<file path="src/rtl/pes_tlc_sched_if.sv">
// Signal bundle between the traffic-light scheduler and its environment.
// The master side drives the road/pedestrian requests, and the slave side
// (the scheduler) drives the lamps, the walk indication and the phase code.
interface pes_tlc_sched_if;
  logic       sensor;
  logic       ped_req;
  logic       emerg;
  logic [2:0] light_highway;
  logic [2:0] light_farm;
  logic       walk;
  logic [2:0] phase;

  modport master (
    output sensor, ped_req, emerg,
    input  light_highway, light_farm, walk, phase
  );

  modport slave (
    input  sensor, ped_req, emerg,
    output light_highway, light_farm, walk, phase
  );
endinterface

</file>
<file path="src/rtl/pes_tlc_sched.sv">
// Highway/farm-road traffic-light scheduler with pedestrian phase and
// emergency preempt. All lamp outputs decode from the registered state only.
// Each timed state lasts exactly its duration: the down-timer loads
// (duration-1) on entry, and the state exits on the cycle the timer reads 0.
module pes_tlc_sched #(
  parameter int MIN_GREEN  = 16,
  parameter int YEL        = 4,
  parameter int ALLRED     = 2,
  parameter int FARM_GREEN = 10,
  parameter int WALK       = 8
) (
  input  logic             clk,
  input  logic             rst,
  pes_tlc_sched_if.slave   bus
);

  typedef enum logic [2:0] {
    HG  = 3'd0,
    HY  = 3'd1,
    AR1 = 3'd2,
    FG  = 3'd3,
    FY  = 3'd4,
    AR2 = 3'd5,
    PW  = 3'd6
  } state_t;

  localparam logic GNT_FARM = 1'b0;
  localparam logic GNT_PED  = 1'b1;

  state_t     state;
  state_t     state_nxt;
  logic [7:0] timer;
  logic       ped_pend;
  logic       gnt;
  logic       last_srv;
  logic       gnt_sel;
  logic       entering;
  logic       timer_zero;

  // Timer load value for the state being entered.
  function automatic logic [7:0] load_val(input state_t s);
    case (s)
      HG:       load_val = 8'(MIN_GREEN - 1);
      HY, FY:   load_val = 8'(YEL - 1);
      AR1, AR2: load_val = 8'(ALLRED - 1);
      FG:       load_val = 8'(FARM_GREEN - 1);
      PW:       load_val = 8'(WALK - 1);
      default:  load_val = 8'(MIN_GREEN - 1);
    endcase
  endfunction

  assign timer_zero = (timer == 8'd0);
  assign entering   = (state_nxt != state);

  // Grant choice for the upcoming HG exit: a lone request wins outright, and
  // when both are pending the requester not served last time goes next.
  always_comb begin
    gnt_sel = GNT_FARM;
    if (bus.sensor && ped_pend)
      gnt_sel = ~last_srv;
    else if (ped_pend)
      gnt_sel = GNT_PED;
  end

  // Next-state selection; the preempt checks come before the timer checks so
  // that emerg wins when it coincides with timer expiry.
  always_comb begin
    state_nxt = state;
    case (state)
      HG:  if (timer_zero && (bus.sensor || ped_pend) && !bus.emerg)
             state_nxt = HY;
      HY:  if (timer_zero) state_nxt = AR1;
      AR1: begin
        if (bus.emerg)
          state_nxt = HG;
        else if (timer_zero)
          state_nxt = (gnt == GNT_PED) ? PW : FG;
      end
      FG:  if (bus.emerg || timer_zero) state_nxt = FY;
      FY:  if (timer_zero) state_nxt = AR2;
      PW:  if (bus.emerg || timer_zero) state_nxt = AR2;
      AR2: if (timer_zero) state_nxt = HG;
      default: state_nxt = HG;
    endcase
  end

  // State register and down-timer; the timer reloads on every state change
  // and otherwise counts down, saturating at 0 (which only matters in HG).
  always_ff @(posedge clk or posedge rst) begin
    if (rst) begin
      state <= HG;
      timer <= 8'(MIN_GREEN - 1);
    end else begin
      state <= state_nxt;
      if (entering)
        timer <= load_val(state_nxt);
      else if (!timer_zero)
        timer <= timer - 8'd1;
    end
  end

  // Request bookkeeping: pending pedestrian latch, grant register and the
  // record of which requester was served most recently.
  always_ff @(posedge clk or posedge rst) begin
    if (rst) begin
      ped_pend <= 1'b0;
      gnt      <= GNT_FARM;
      last_srv <= GNT_PED;
    end else begin
      if (entering && state_nxt == PW)
        ped_pend <= 1'b0;
      else if (bus.ped_req)
        ped_pend <= 1'b1;

      if (state == HG && state_nxt == HY)
        gnt <= gnt_sel;

      if (entering && state_nxt == FG)
        last_srv <= GNT_FARM;
      else if (entering && state_nxt == PW)
        last_srv <= GNT_PED;
    end
  end

  // Lamp and walk decode from the registered state only.
  always_comb begin
    bus.light_highway = 3'b100;
    bus.light_farm    = 3'b100;
    bus.walk          = 1'b0;
    bus.phase         = 3'(state);
    case (state)
      HG:      bus.light_highway = 3'b001;
      HY:      bus.light_highway = 3'b010;
      FG:      bus.light_farm    = 3'b001;
      FY:      bus.light_farm    = 3'b010;
      PW:      bus.walk          = 1'b1;
      default: ;
    endcase
  end

endmodule
</file>
<file path="src/flat_wrapper.sv">
// flat-port wrapper written by rule: the top's interface ports become plain ports
module pes_tlc_sched_flat 
#(
  parameter int MIN_GREEN  = 16,
  parameter int YEL        = 4,
  parameter int ALLRED     = 2,
  parameter int FARM_GREEN = 10,
  parameter int WALK       = 8
)
  (clk, rst, bus_sensor, bus_ped_req, bus_emerg, bus_light_highway, bus_light_farm, bus_walk, bus_phase);
  pes_tlc_sched_if bus_i ();
  input  logic clk;
  input  logic rst;
  input wire logic [$bits(bus_i.sensor)-1:0] bus_sensor;
  input wire logic [$bits(bus_i.ped_req)-1:0] bus_ped_req;
  input wire logic [$bits(bus_i.emerg)-1:0] bus_emerg;
  output wire logic [$bits(bus_i.light_highway)-1:0] bus_light_highway;
  output wire logic [$bits(bus_i.light_farm)-1:0] bus_light_farm;
  output wire logic [$bits(bus_i.walk)-1:0] bus_walk;
  output wire logic [$bits(bus_i.phase)-1:0] bus_phase;
  assign bus_i.sensor = bus_sensor;
  assign bus_i.ped_req = bus_ped_req;
  assign bus_i.emerg = bus_emerg;
  assign bus_light_highway = bus_i.light_highway;
  assign bus_light_farm = bus_i.light_farm;
  assign bus_walk = bus_i.walk;
  assign bus_phase = bus_i.phase;
  pes_tlc_sched #(.MIN_GREEN(MIN_GREEN), .YEL(YEL), .ALLRED(ALLRED), .FARM_GREEN(FARM_GREEN), .WALK(WALK)) u_core (.clk(clk), .rst(rst), .bus(bus_i));
endmodule
</file>
<file path="config.mk">
export PLATFORM = sky130hd
export DESIGN_NAME = pes_tlc_sched_flat
export DESIGN_NICKNAME = d
export VERILOG_FILES = /design/src/rtl/pes_tlc_sched_if.sv /design/src/rtl/pes_tlc_sched.sv /design/src/flat_wrapper.sv
export SDC_FILE = /design/constraint.sdc
export NUM_CORES = 1
export LEC_CHECK = 0
export BUFFER_PORTS_ARGS = -buffer_cell sky130_fd_sc_hd__buf_2
export CAP_MARGIN = 40
export CORE_MARGIN = 2
export CORE_UTILIZATION = 40
export DETAILED_ROUTE_END_ITERATION = 10
export PLACE_DENSITY = 0.56
export SLEW_MARGIN = 25
export SYNTH_ARGS = -nofsm -noshare
export SYNTH_HDL_FRONTEND = slang
export SYNTH_SLANG_ARGS = --single-unit
</file>
<file path="constraint.sdc">
create_clock -name clk -period 7.43 [get_ports clk]
set_clock_uncertainty 0.15 [all_clocks]
set_input_delay 0.3715 -clock clk [delete_from_list [all_inputs] [get_ports clk]]
set_output_delay 0.3715 -clock clk [all_outputs]
set_load 0.02 [all_outputs]
</file>
==> flow_summary.ini <==
[outcome]
status = completed

[pwr]
clock_power_share_pct = 9.9
p_int_mw = 0.242
p_leak_nw = 0.505
seqPwrFrac_pct = 31.4
pwr-share-comb_pct = 58.7
p_per_area_nw_per_um2 = 391
swShare_pct = 45.3
peakVddDrop_mv = 0.220
p_sw_mw = 0.201
power_mw = 0.443

[clock_tree]
ctsResizeCount = 0
path_clk_slew_ns = 0.08
h-tree-depth = 1
cts_root_buffer = clkbuf_4
cts_inserted_buffers = 3
cts_hold_buf = 1
clkLatencyLatePin_ns = 0.28
cts_sinks = 14
cts_tree = built
post_cts_buffers = 0
cts_buffer_depth = 2

[synthesis]
yosysMostFrequentCell = nor2_1
syn-cell-area_um2 = 996
synth_seq_cells = 14
synthCells = 108
syn_nets = 114
synth_edf_count = 0
ys_seq_area_share_pct = 35.8
synth_top_cell_by_area = dfrtp_1
ys.flop_type = dfrtp_1
async_flop_share_pct = 100
yosysUniqueCellTypes = 46
synthTopCellsByCount = nor2_1, dfrtp_1, nand2_1
synth_area_leaders = dfrtp_1, dfstp_2, nor2_1, nand3_1, nor3_1
synth_top_area_share_pct = 22.6
synth_area_per_cell_um2 = 9.22
ys.warnings.count = 0

[cells_and_area]
fin_area_um2 = 1130
fin_nets = 132
layout.cells.non_filler = 155
final_util_pct = 46.9
area.growth.synth_to_final_pct = 13.6
drive_gt1_share_pct = 32.0
antenna_cells = 0

[setup_path]
path_max_fanout = 8
regToRegSetupSlack_ns = 4.82
endpoint_kind = flop
critical_path_arrival_ns = 2.67
startpoint = u_core.timer[0]
timing.rr.end = u_core.timer[3]
start_kind = flop
r2r-start = u_core.timer[0]
critPathRequiredTime_ns = 7.48
reg2regPathDepth = 8
cp-endpoint = u_core.timer[3]
path_class = flop to flop

[global_route]
antenna_found_initial = 0
grt_pass1_wl_um = 3820
grt_pass1_vias = 849
grt_usage_pct = 17.8
grt_max_degree = 15
overflow = 0

[drt]
drc = 0
post_drt_wl_per_cell_um = 13.7
wirelength_um = 2130
drtIter0Drc = 17
drt_pre_antenna_iters = 4
vias = 848
ant_nets = 0
avgViaCountPerCell = 5.47

[floorplan]
die_h_um = 53.9
die_x_um = 53.9
die_area_um2 = 2910
start_util_pct = 41.3
pin_count = 15
core_um2 = 2410
rows = 18

[sta]
layout_min_cycle_time_ns = 2.61
fin_tns_setup_ns = 0
drv_slew = 0
timing.fmax_mhz = 383
rsz0062_at_grt = false
worst_pin_slew_ns = 0.513
worst_slew_margin_rel_pct = 65.6
setup_viol = 0
post-route-period-util_pct = 35.2
finalHoldViolCount = 0

[min_path]
hp-class = input port to flop
hold_start = bus_ped_req

[place]
place_hpwl_um = 1650
portBuffers = 14
gp_congestion = 0.812
placed_cells = 150
postPlaceCellArea_um2 = 1090

[flow_run]
cap_violations = 0
-- power groups by stage --
stage	sequential [mW]	clock, mW	combinational [mW]
after global routing	0.143	0.0503	0.291
after floorplan	0.130	0	0.214
final	0.139	0.0437	0.260
after global placement	0.138	0	0.258
after CTS	0.137	0.0454	0.262
after detailed placement	0.139	0	0.259
-- critical path: stages (launching register included) --
cell	delay [ns]
dfstp_2	0.38
inv_1	0.09
ha_1	0.26
or4b_4	0.54
nor2_8	0.21
a21oi_1	0.10
o21ai_2	0.30
mux2_2	0.38
mux2i_1	0.13
-- cells in the final DEF, fill, tap and decap left out, types with 2 or more instances in the layout --
cell type,netlist,routed
dfstp_2,5,5
o21ai_2,2,2
o21ai_0,5,5
buf_2,1,14
clkbuf_4,0,3
nor3_1,6,6
xor2_1,3,3
nor2_1,15,15
nand2_1,8,8
inv_1,6,6
dfrtp_1,9,9
xnor2_1,3,3
nand3_1,6,6
nand2b_1,2,2
mux2_4,2,2
a21oi_1,4,4
-- sequential cells by signal (all words and copies together) (netlist names) --
register	count
u_core.bus.phase	3
u_core.gnt	1
u_core.last_srv	1
u_core.ped_pend	1
u_core.timer	8
-- layer usage --
layer  track usage, %  share of wire (%)
met5                0                  0
met4             8.12                1.4
met3             3.61                5.1
met2             26.8                 46
met1             24.5                 48
-- stage by stage --
stage / setup slack [ns] / hold slack, ns
floorplan: 5.09 / 0.107
global route: 4.63 / 0.133
global placement: 4.86 / 0.275
detailed placement: 4.84 / 0.282
finish: 4.82 / 0.146
CTS: 4.82 / 0.145
-- kinds of logic (layout without fill, tap and decap cells) --
kind of cell	count (synthesis)	count (layout)	share of synthesized area (%)
and+or+nand+nor	50	50	30.2
AOI/OAI and AO/OA	25	25	19.2
DFF	14	14	35.8
buffers and inverters	8	25	3.14
xor gates and xnor gates	6	6	5.28
muxes	4	4	5.15
adders and majority gates	1	1	1.26
-- worst min-delay path by stage --
| stage | cells after the start | slack, ns | end |
|---|---|---|---|
| floorplan | 1 | 0.11 | u_core.bus.phase[0] |
| global route | 2 | 0.13 | u_core.ped_pend |
| global placement | 2 | 0.28 | u_core.bus.phase[0] |
| CTS | 2 | 0.14 | u_core.ped_pend |
| detailed placement | 2 | 0.28 | u_core.ped_pend |
| finish | 2 | 0.15 | u_core.ped_pend |
-- final cells by class --
type                            count  area (um2)
Tap cell                           30        37.5
Multi-Input combinational cell     86         608
Sequential cell                    14         357
Clock buffer                        4        26.3
Timing Repair Buffer               15        80.1
Fill cell                         246        1280
Inverter                            6        22.5
Note: power is estimated with default switching activity, not from simulation.
